$ cat src/rtl/board_port_arbiter.sv
// Shares one board-BRAM port between the renderer (read-only) and the life simulator (read/write).
// Optional simulator starvation guard is compiled in when ARB_STARVE_GUARD_EN is defined.
module board_port_arbiter #(
  parameter int MEM_LATENCY  = 2,
  parameter int STARVE_LIMIT = 8,
  parameter int LOG_MAX_ADDR = 8,
  parameter int WORD_SIZE    = 16
) (
  input  logic                    clk_in,
  input  logic                    rstn_in,
  input  logic                    render_req_in,
  input  logic [LOG_MAX_ADDR-1:0] render_addr_in,
  output logic                    render_gnt_out,
  output logic [WORD_SIZE-1:0]    render_data_out,
  output logic                    render_valid_out,
  input  logic                    sim_req_in,
  input  logic                    sim_we_in,
  input  logic [LOG_MAX_ADDR-1:0] sim_addr_in,
  input  logic [WORD_SIZE-1:0]    sim_data_in,
  output logic                    sim_gnt_out,
  output logic [WORD_SIZE-1:0]    sim_data_out,
  output logic                    sim_valid_out,
  output logic [LOG_MAX_ADDR-1:0] mem_addr_out,
  output logic                    mem_we_out,
  output logic [WORD_SIZE-1:0]    mem_data_out,
  input  logic [WORD_SIZE-1:0]    mem_data_in
);

  localparam logic OWNER_SIM = 1'b1;

  if (MEM_LATENCY < 1 || MEM_LATENCY > 4) begin : g_bad_latency
    $error("board_port_arbiter: MEM_LATENCY must be 1..4");
  end
  if (STARVE_LIMIT < 1 || STARVE_LIMIT > 255) begin : g_bad_limit
    $error("board_port_arbiter: STARVE_LIMIT must be 1..255");
  end

  logic force_sim_s;
  logic render_gnt_s;
  logic sim_gnt_s;
  logic issue_rd_s;

  logic [LOG_MAX_ADDR-1:0] mem_addr_q, mem_addr_d;
  logic                    mem_we_q, mem_we_d;
  logic [WORD_SIZE-1:0]    mem_data_q, mem_data_d;

  // One tag stage per cycle from command issue until the BRAM word is on mem_data_in.
  logic [MEM_LATENCY:0] tag_vld_q, tag_vld_d;
  logic [MEM_LATENCY:0] tag_own_q, tag_own_d;

  logic [WORD_SIZE-1:0] render_data_q, render_data_d;
  logic                 render_valid_q, render_valid_d;
  logic [WORD_SIZE-1:0] sim_data_q, sim_data_d;
  logic                 sim_valid_q, sim_valid_d;

`ifdef ARB_STARVE_GUARD_EN
  localparam logic [7:0] STARVE_LIMIT_C = 8'(STARVE_LIMIT);

  logic [7:0] starve_q, starve_d;

  // Starve counter next state: count denied sim cycles, clear on grant or idle.
  always_comb begin
    starve_d = starve_q;
    if (sim_req_in && !sim_gnt_s) begin
      if (starve_q != 8'hFF) begin
        starve_d = starve_q + 8'd1;
      end else begin
        starve_d = starve_q;
      end
    end else begin
      starve_d = 8'd0;
    end
  end

  // Starve counter register.
  always_ff @(posedge clk_in) begin
    if (!rstn_in) begin
      starve_q <= 8'd0;
    end else begin
      starve_q <= starve_d;
    end
  end

  assign force_sim_s = sim_req_in && (starve_q == STARVE_LIMIT_C);
`else
  assign force_sim_s = 1'b0;
`endif

  // Grants are withheld during reset so no requester believes a transfer happened.
  assign render_gnt_s = rstn_in && render_req_in && !force_sim_s;
  assign sim_gnt_s    = rstn_in && sim_req_in && !render_gnt_s;
  assign issue_rd_s   = render_gnt_s || (sim_gnt_s && !sim_we_in);

  // Memory command next state from the winning requester.
  always_comb begin
    mem_addr_d = mem_addr_q;
    mem_we_d   = 1'b0;
    mem_data_d = mem_data_q;
    if (render_gnt_s) begin
      mem_addr_d = render_addr_in;
      mem_data_d = {WORD_SIZE{1'b0}};
    end else if (sim_gnt_s) begin
      mem_addr_d = sim_addr_in;
      mem_we_d   = sim_we_in;
      mem_data_d = sim_data_in;
    end else begin
      mem_addr_d = mem_addr_q;
      mem_data_d = mem_data_q;
    end
  end

  // Owner tag shift register.
  always_comb begin
    tag_vld_d = {tag_vld_q[MEM_LATENCY-1:0], issue_rd_s};
    tag_own_d = {tag_own_q[MEM_LATENCY-1:0], sim_gnt_s};
  end

  // Route the returning BRAM word to its owner; the other side holds its last word.
  always_comb begin
    render_valid_d = 1'b0;
    render_data_d  = render_data_q;
    sim_valid_d    = 1'b0;
    sim_data_d     = sim_data_q;
    if (tag_vld_q[MEM_LATENCY]) begin
      if (tag_own_q[MEM_LATENCY] == OWNER_SIM) begin
        sim_valid_d = 1'b1;
        sim_data_d  = mem_data_in;
      end else begin
        render_valid_d = 1'b1;
        render_data_d  = mem_data_in;
      end
    end else begin
      render_valid_d = 1'b0;
      sim_valid_d    = 1'b0;
    end
  end

  // State registers; reset drops any reads in flight.
  always_ff @(posedge clk_in) begin
    if (!rstn_in) begin
      mem_addr_q     <= {LOG_MAX_ADDR{1'b0}};
      mem_we_q       <= 1'b0;
      mem_data_q     <= {WORD_SIZE{1'b0}};
      tag_vld_q      <= {(MEM_LATENCY+1){1'b0}};
      tag_own_q      <= {(MEM_LATENCY+1){1'b0}};
      render_data_q  <= {WORD_SIZE{1'b0}};
      render_valid_q <= 1'b0;
      sim_data_q     <= {WORD_SIZE{1'b0}};
      sim_valid_q    <= 1'b0;
    end else begin
      mem_addr_q     <= mem_addr_d;
      mem_we_q       <= mem_we_d;
      mem_data_q     <= mem_data_d;
      tag_vld_q      <= tag_vld_d;
      tag_own_q      <= tag_own_d;
      render_data_q  <= render_data_d;
      render_valid_q <= render_valid_d;
      sim_data_q     <= sim_data_d;
      sim_valid_q    <= sim_valid_d;
    end
  end

  assign render_gnt_out   = render_gnt_s;
  assign sim_gnt_out      = sim_gnt_s;
  assign mem_addr_out     = mem_addr_q;
  assign mem_we_out       = mem_we_q;
  assign mem_data_out     = mem_data_q;
  assign render_data_out  = render_data_q;
  assign render_valid_out = render_valid_q;
  assign sim_data_out     = sim_data_q;
  assign sim_valid_out    = sim_valid_q;

endmodule

$ cat config.mk
export PLATFORM = sky130hd
export DESIGN_NAME = board_port_arbiter
export DESIGN_NICKNAME = d
export VERILOG_FILES = /design/src/rtl/board_port_arbiter.sv
export SDC_FILE = /design/constraint.sdc
export NUM_CORES = 1
export LEC_CHECK = 0
export ABC_AREA = 1
export CORE_ASPECT_RATIO = 1.75
export CORE_UTILIZATION = 45
export CTS_BUF_LIST = sky130_fd_sc_hd__clkbuf_8
export DETAILED_ROUTE_END_ITERATION = 10
export PLACE_DENSITY = 0.9
export SETUP_SLACK_MARGIN = 0.02
export SLEW_MARGIN = 20
export SYNTH_ARGS = -nofsm -noshare
export SYNTH_HDL_FRONTEND = slang
export SYNTH_SLANG_ARGS = --single-unit
export TNS_END_PERCENT = 10
$ cat constraint.sdc
create_clock -name clk_in -period 3.2 [get_ports clk_in]
set_clock_uncertainty 0.05 [all_clocks]
set_input_delay 0.96 -clock clk_in [delete_from_list [all_inputs] [get_ports clk_in]]
set_output_delay 0.96 -clock clk_in [all_outputs]
set_load 0.05 [all_outputs]
* Word level (Yosys, flattened, before mapping)
Index checks and enable logic that the tools add are counted.
** Storage, ports and cells
- Register bits :: 65
- Bits in latches :: 0
- Memory bits (writable) :: 0
- ROM bits :: 0
- Input port bits :: 53
- Output and inout bits :: 61
- Logic and storage cells :: 29
- Memories :: 0
** Operators by class
- Add/sub/neg operators :: 0
- Multipliers :: 0
- Div/mod/pow operators :: 0
- $lt $le $gt $ge :: 0
- Eq/ne operators :: 0
- Shift operators :: 0
- Mux-type cells :: 4
- Bitwise logic cells :: 3
- Reductions and logical operators :: 13
** Operators by type and width (count)
- $mux W8 :: 2
- $reduce_and A2 Y1 :: 3
- $logic_and A1 B1 Y1 :: 4
- $not A1 Y1 :: 3
- $reduce_or A3 Y1 :: 1
- $logic_not A1 Y1 :: 2
- $mux W1 :: 2
- $reduce_bool A2 Y1 :: 1
- $reduce_or A2 Y1 :: 1
- $logic_or A1 B1 Y1 :: 1

* Depth between registers and ports, before layout
Gate-level depths: netlist of run 1.
- Depth in word-level cells :: 5
- Gate-level depth with buffers :: 6
- Depth with buffers taken out :: 6

* Worst setup path before layout of run 1
No wires, ideal clock.
- Path kind :: input to output
- Start :: in rstn_in
- End :: out sim_gnt_out
- Arrival time :: 2017 ps
- Required time :: 2190 ps
- Slack :: 173 ps
- Stages on the path :: 3
- Cells stage by stage :: nand2_1 -> inv_1 -> nor2_1
** On the way
- Cells in the longest elaborated chain, start to end :: 3
- Elaborated cells between the ends (all ways) :: 4
** RTL lines
- from (decl) :: RTL line 10 : input logic rstn_in,
- $logic_and A1 B1 Y1 :: RTL line 90 : assign render_gnt_s = rstn_in && render_req_in && !force_sim_s;
- net render_gnt_out :: RTL line 13 : output logic render_gnt_out,
- $logic_not A1 Y1 :: RTL line 91 : assign sim_gnt_s = rstn_in && sim_req_in && !render_gnt_s;
- $logic_and A1 B1 Y1 :: RTL line 91
- to (decl) :: RTL line 20 : output logic sim_gnt_out,
The timed path passes the listed nets, and every way through them passes these cells.

* Worst setup path in the final report of run 1
- Start :: in rstn_in
- End :: out sim_gnt_out
** On the way
- Cells in the longest elaborated chain, start to end :: 3
- Elaborated cells between the ends (all ways) :: 4
** RTL lines (RTL line)
- $logic_and A1 B1 Y1 :: 90
- $logic_not A1 Y1 :: 91
- $logic_and A1 B1 Y1 (*) :: 91
Mark *: on every way between the ends. The rest lies on a longest branch, timed or not.

==> results of run 1 <==
[routing by layer]
layer  share of wire, %  vias up  routed length, um  track usage [%]
met4                2.2        0                129            11.82
li1                   -     1183                  -                -
met2                 52      107               3091            39.55
met1                 38     1003               2247            22.96
met3                7.9       13                467            7.057
met5                  0        -                  0                0
[worst paths after layout]
kind	start	endpoint	slack [ns]
worst max-delay path	rstn_in	sim_gnt_out	0.1
worst min register to register	tag_own_q[0]	tag_own_q[1]	0.36
worst max register to register	tag_own_q[2]	sim_data_out[5]	1.86
worst min-delay path	tag_own_q[0]	tag_own_q[1]	0.36
[sequential cells by signal, indices dropped and copies added, names as in the netlist]
signal	flops
mem_addr_out	8
mem_data_out	16
mem_we_out	1
render_data_out	16
render_valid_out	1
sim_data_out	16
sim_valid_out	1
tag_own_q	3
tag_vld_q	3
[cells in the final DEF (no fill, tap or decap), types with 2 or more instances in the layout]
cell               n
o21ai_0           48
nand2_1           34
inv_2              3
nor2_4             2
buf_4              6
clkdlybuf4s50_1  111
clkbuf_8          11
buf_12             2
nor2_1           101
inv_1             19
dfxtp_1           65
nand3_1            8
clkinv_2           3
a21oi_1            8
[per-stage QoR]
stage | power, uW | setup slack, ns
final | 1752 | 0.09586
after global routing | 1828 | 0.05130
after CTS | 1768 | 0.08743
after detailed placement | 1174 | 0.08991
after global placement | 1168 | 0.2003
after floorplan | 1032 | 0.1725
[kinds of logic after synthesis]
family	count (synthesis)	synth area share [%]
AOI/OAI and AO/OA	57	12.21
buffers and inverters	35	6.745
DFF	65	55.67
and+or+nand+nor	148	25.37
[power by group through the flow]
stage / registers, uW / clock network, uW / logic, uW
after floorplan: 956 / 0 / 76.3
after global placement: 868 / 0 / 300
after detailed placement: 870 / 0 / 304
after CTS: 852 / 611 / 305
after global routing: 854 / 649 / 324
final: 852 / 596 / 304
[worst max-delay path, stage by stage]
cell and delay, ns:
clkdlybuf4s50_1 0.48, nand2_1 0.13, inv_1 0.10, nor2_1 0.25, buf_12 0.18
[final cells by class]
| class | count | area [sq um] | share of cell area [%] |
|---|---|---|---|
| flip-flops and latches | 65 | 1301 | 35.24 |
| repair buffers | 119 | 1196 | 32.40 |
| multi-input cells | 205 | 878.3 | 23.79 |
| clock buffers | 11 | 151.4 | 4.100 |
| inverters | 20 | 75.07 | 2.033 |
| well taps | 54 | 67.56 | 1.830 |
| clock inverters | 5 | 22.52 | 0.6100 |
==> results.toml, run 1 <==
[finish]
finalNonFillerCells = 479
fill_cells = 383
final_nets = 473
area_growth_pct = 57.98
drive_above_1_share_pct = 7.059
antenna_cells = 0
fin_util_pct = 74.18
design_area_sq_um = 3692

[placement]
portBuffers = 113
hpwl_mm = 4.473
place_congestion = 0.7917
place_area_sq_um = 3518
dp_cells = 463

[sta]
fin_crit_sh_pct = 97.00
fin_crit_ns = 3.104
fmax_ghz = 0.3222
slew_headroom_pct = 63.94
setup_tns_ns = 0
final_max_slew_viol_count = 0
setup_violations = 0
worst_pin_slew_ns = 0.5392
rsz0062_at_grt = "false"
hold_viol = 0
timing.hold.ws_ns = 0.3632

[critical_path]
crit_fanout = 4
start_kind = "primary input"
arrival_ns = 2.09
worstRegToRegCells = 4
required_ns = 2.19
worstSetupPathType = "primary input to output port"
endpoint_kind = "output port"

[clocking]
clk_latency_ns = 0.32
post-cts-setup-buffers = 0
htree_levels = 3
cts-root-buf = "clkbuf_8"
cts-resized-gates = 0
clk_pin_slew_ns = 0.06
tritoncts = "done"
clock_sinks = 65
clk_path_buf_depth = 2
cts-hold-fix-buffers = 0
cts_buffers = 9

[yosys]
ys_warn_count = 0
syn_nets = 358
yosys_register_bits = 65
synth_common_cells = "101 x nor2_1, 65 x dfxtp_1, 48 x o21ai_0, 34 x nand2_1, 17 x inv_1"
synthDistinctLibCells = 17
yosysTopAreaCellShare_pct = 55.67
ys_seq_area_share_pct = 55.67
synthFlopType = "dfxtp_1"
synthArstFlopShare_pct = 0
netlist_top_cells_area = "dfxtp_1 56%, nor2_1 16%, o21ai_0 10%"
netlist_instances = 305
yosysMostFrequentCell = "nor2_1"
synth_edf_count = 0
yosysTopAreaCell = "dfxtp_1"
avgSynthCellArea_sq_um = 7.663
synth_area_sq_um = 2337

[hold_path]
min_path_type = "register to register"
holdPathStages = 2

[floorplanning]
num_rows = 34
die_area_sq_um = 5497
coreArea_sq_um = 4977
die_h_um = 97.34
die_w_um = 56.48
start_util_pct = 46.96
ios = 114

[grt]
grt_overflow = 0
antenna_found_initial = 0
grt_pass1_wl_mm = 9.791
grt_pass1_vias = 2275
grt_max_degree = 36
grt_usage_pct = 22.47

[power_and_ir_drop]
p_sw_share_pct = 26.90
clkPwrFrac_pct = 34.0
p_switching_uw = 471.3
combPwrFrac_pct = 17.4
p_seq_share_pct = 48.6
peakVddDrop_v = 0.0003845
power_density_nw_per_um2 = 474.5
p_int_uw = 1281
power_leakage_uw = 0.001567

[run_status]
outcome = "complete, no violations"

[detailed_routing]
vias = 2306
routedWlPerCell_um = 12.39
ant_nets = 0
dr.pass1.iters = 4
viasPerCell = 4.814
drc = 0
drt_iter0_drc = 60
wirelength_mm = 5.934

[run]
drv_cap = 0
Power figures use the tool's default switching activity.
==> run 2, diff against run 1 <==
--- a/config.mk
+++ b/config.mk
@@ -6,12 +6,14 @@
 export NUM_CORES = 1
 export LEC_CHECK = 0
 export ABC_AREA = 1
-export CORE_ASPECT_RATIO = 1.75
-export CORE_UTILIZATION = 45
+export CELL_PAD_IN_SITES_DETAIL_PLACEMENT = 0
+export CELL_PAD_IN_SITES_GLOBAL_PLACEMENT = 1
+export CORE_UTILIZATION = 31
 export CTS_BUF_LIST = sky130_fd_sc_hd__clkbuf_8
 export DETAILED_ROUTE_END_ITERATION = 10
 export PLACE_DENSITY = 0.9
 export SETUP_SLACK_MARGIN = 0.02
+export SKIP_CTS_REPAIR_TIMING = 1
 export SLEW_MARGIN = 20
 export SYNTH_ARGS = -nofsm -noshare
 export SYNTH_HDL_FRONTEND = slang
==> run 2 against run 1 <==
Effect of this change: via count decreased by 1.1%; hold slack worse by 0.0018 ns; die area rose by 44%; largest power group unchanged; register-to-register slack lost 0.03 ns; non-clock buffer count is the same; clock-buffer cell count shrank 2; largest cell class unchanged; final cell count rose by 9.4%; critical path type unchanged.
==> results.toml, run 2 (synthesized netlist as in run 1, its figures left out) <==
[run_status]
outcome = "complete, no violations"

[placement]
hpwl_mm = 4.342
place_congestion = 0.6894
portBuffers = 113
place_ws_ns = 0.04882
place_area_sq_um = 3575

[sta]
worst_pin_slew_ns = 0.5280
final_max_slew_viol_count = 0
setup_tns_ns = 0
hold_viol = 0
worst_slack_ns = 0.1249
rsz0062_at_grt = "false"
fin_crit_ns = 3.075
slew_headroom_pct = 64.69
fin_crit_sh_pct = 96.10
fmax_ghz = 0.3252
setup_violations = 0

[critical_path]
crit_path_top_delay_cell = "clkdlybuf4s50_1"
arrival_ns = 2.07
worstRegToRegCells = 4
cp_cell_sequence = "clkdlybuf4s50_1 > nand2_1 > nor2_2 > buf_12"
crit_fanout = 5
start_kind = "primary input"
slowest_delay_ns = 0.61
worstSetupPathType = "primary input to output port"
endpoint_kind = "output port"
required_ns = 2.19

[finish]
area_growth_pct = 63.44
fin_util_pct = 52.67
antenna_cells = 0
final_nets = 473
design_area_sq_um = 3820
layout_commonest_cell = "clkdlybuf4s50_1"
final_cell_mix = "111 x clkdlybuf4s50_1, 100 x nor2_1, 65 x dfxtp_1"
drive_above_1_share_pct = 7.529

[clocking]
cts-root-buf = "clkbuf_8"
cts_buffers = 9
clk_pin_slew_ns = 0.07
htree_levels = 3
tritoncts = "done"
clk_latency_ns = 0.33
clk_path_buf_depth = 2
clock_sinks = 65

[floorplanning]
die_area_sq_um = 7891
coreArea_sq_um = 7253
die_h_um = 88.83
die_w_um = 88.83
ios = 114
start_util_pct = 32.22
num_rows = 31

[power_and_ir_drop]
power_density_nw_per_um2 = 521.8
power_leakage_uw = 0.001586
peakVddDrop_v = 0.0002507

[grt]
grt_pass1_wl_mm = 9.646
grt_usage_pct = 16.12
antenna_found_initial = 0
grt_overflow = 0
grt_pass1_vias = 2105
grt_max_degree = 40

[detailed_routing]
drt_iter0_drc = 65
vias = 2280
routedWlPerCell_um = 11.57
wirelength_mm = 6.062
dr.pass1.iters = 4
viasPerCell = 4.351
drc = 0
ant_nets = 0

[run]
drv_cap = 0

[hold_path]
holdPathStages = 2
min_path_type = "register to register"
-- run 2: where the power goes --
part	switching, uW	total (uW)	internal [uW]
Clock	320	838	519
Combinational	175	304	129
Sequential	13.6	851	838
-- run 2: worst paths after layout --
| check | start | end | slack, ns |
|---|---|---|---|
| hold reg to reg | tag_own_q[1] | tag_own_q[2] | 0.36 |
| hold / removal | tag_own_q[1] | tag_own_q[2] | 0.36 |
| setup / recovery | rstn_in | sim_gnt_out | 0.12 |
| setup reg to reg | tag_own_q[2] | sim_data_out[11] | 1.83 |
-- run 2: area by class of cell --
| type | instances | area, sq um |
|---|---|---|
| Clock buffer | 9 | 123.9 |
| Clock inverter | 7 | 118.9 |
| Fill cell | 740 | 3433 |
| Inverter | 20 | 75.07 |
| Multi-Input combinational cell | 205 | 880.8 |
| Sequential cell | 65 | 1301 |
| Tap cell | 99 | 123.9 |
| Timing Repair Buffer | 119 | 1196 |
-- run 2: routing by layer --
metal | global-route usage (%) | share of wire (%) | vias up
li1 | - | - | 1184
met1 | 18.13 | 43 | 1021
met2 | 27.48 | 49 | 66
met3 | 5.784 | 7.3 | 9
met4 | 7.038 | 1.4 | 0
met5 | 0 | 0 | -
-- run 2: stage by stage --
stage | hold WS [ns] | instances | power, uW
after floorplan | 0.3405 | 305 | 1032
after global placement | 0.3424 | 508 | 1171
after detailed placement | 0.3447 | 508 | 1175
after CTS | 0.3612 | 524 | 2020
after global routing | 0.3893 | 524 | 2077
final | 0.3614 | 524 | 1993
-- run 2: critical path: cells and delay by family --
family                 cells  cell delay, ns
buffers and inverters      2            0.77
and+or+nand+nor            2            0.32
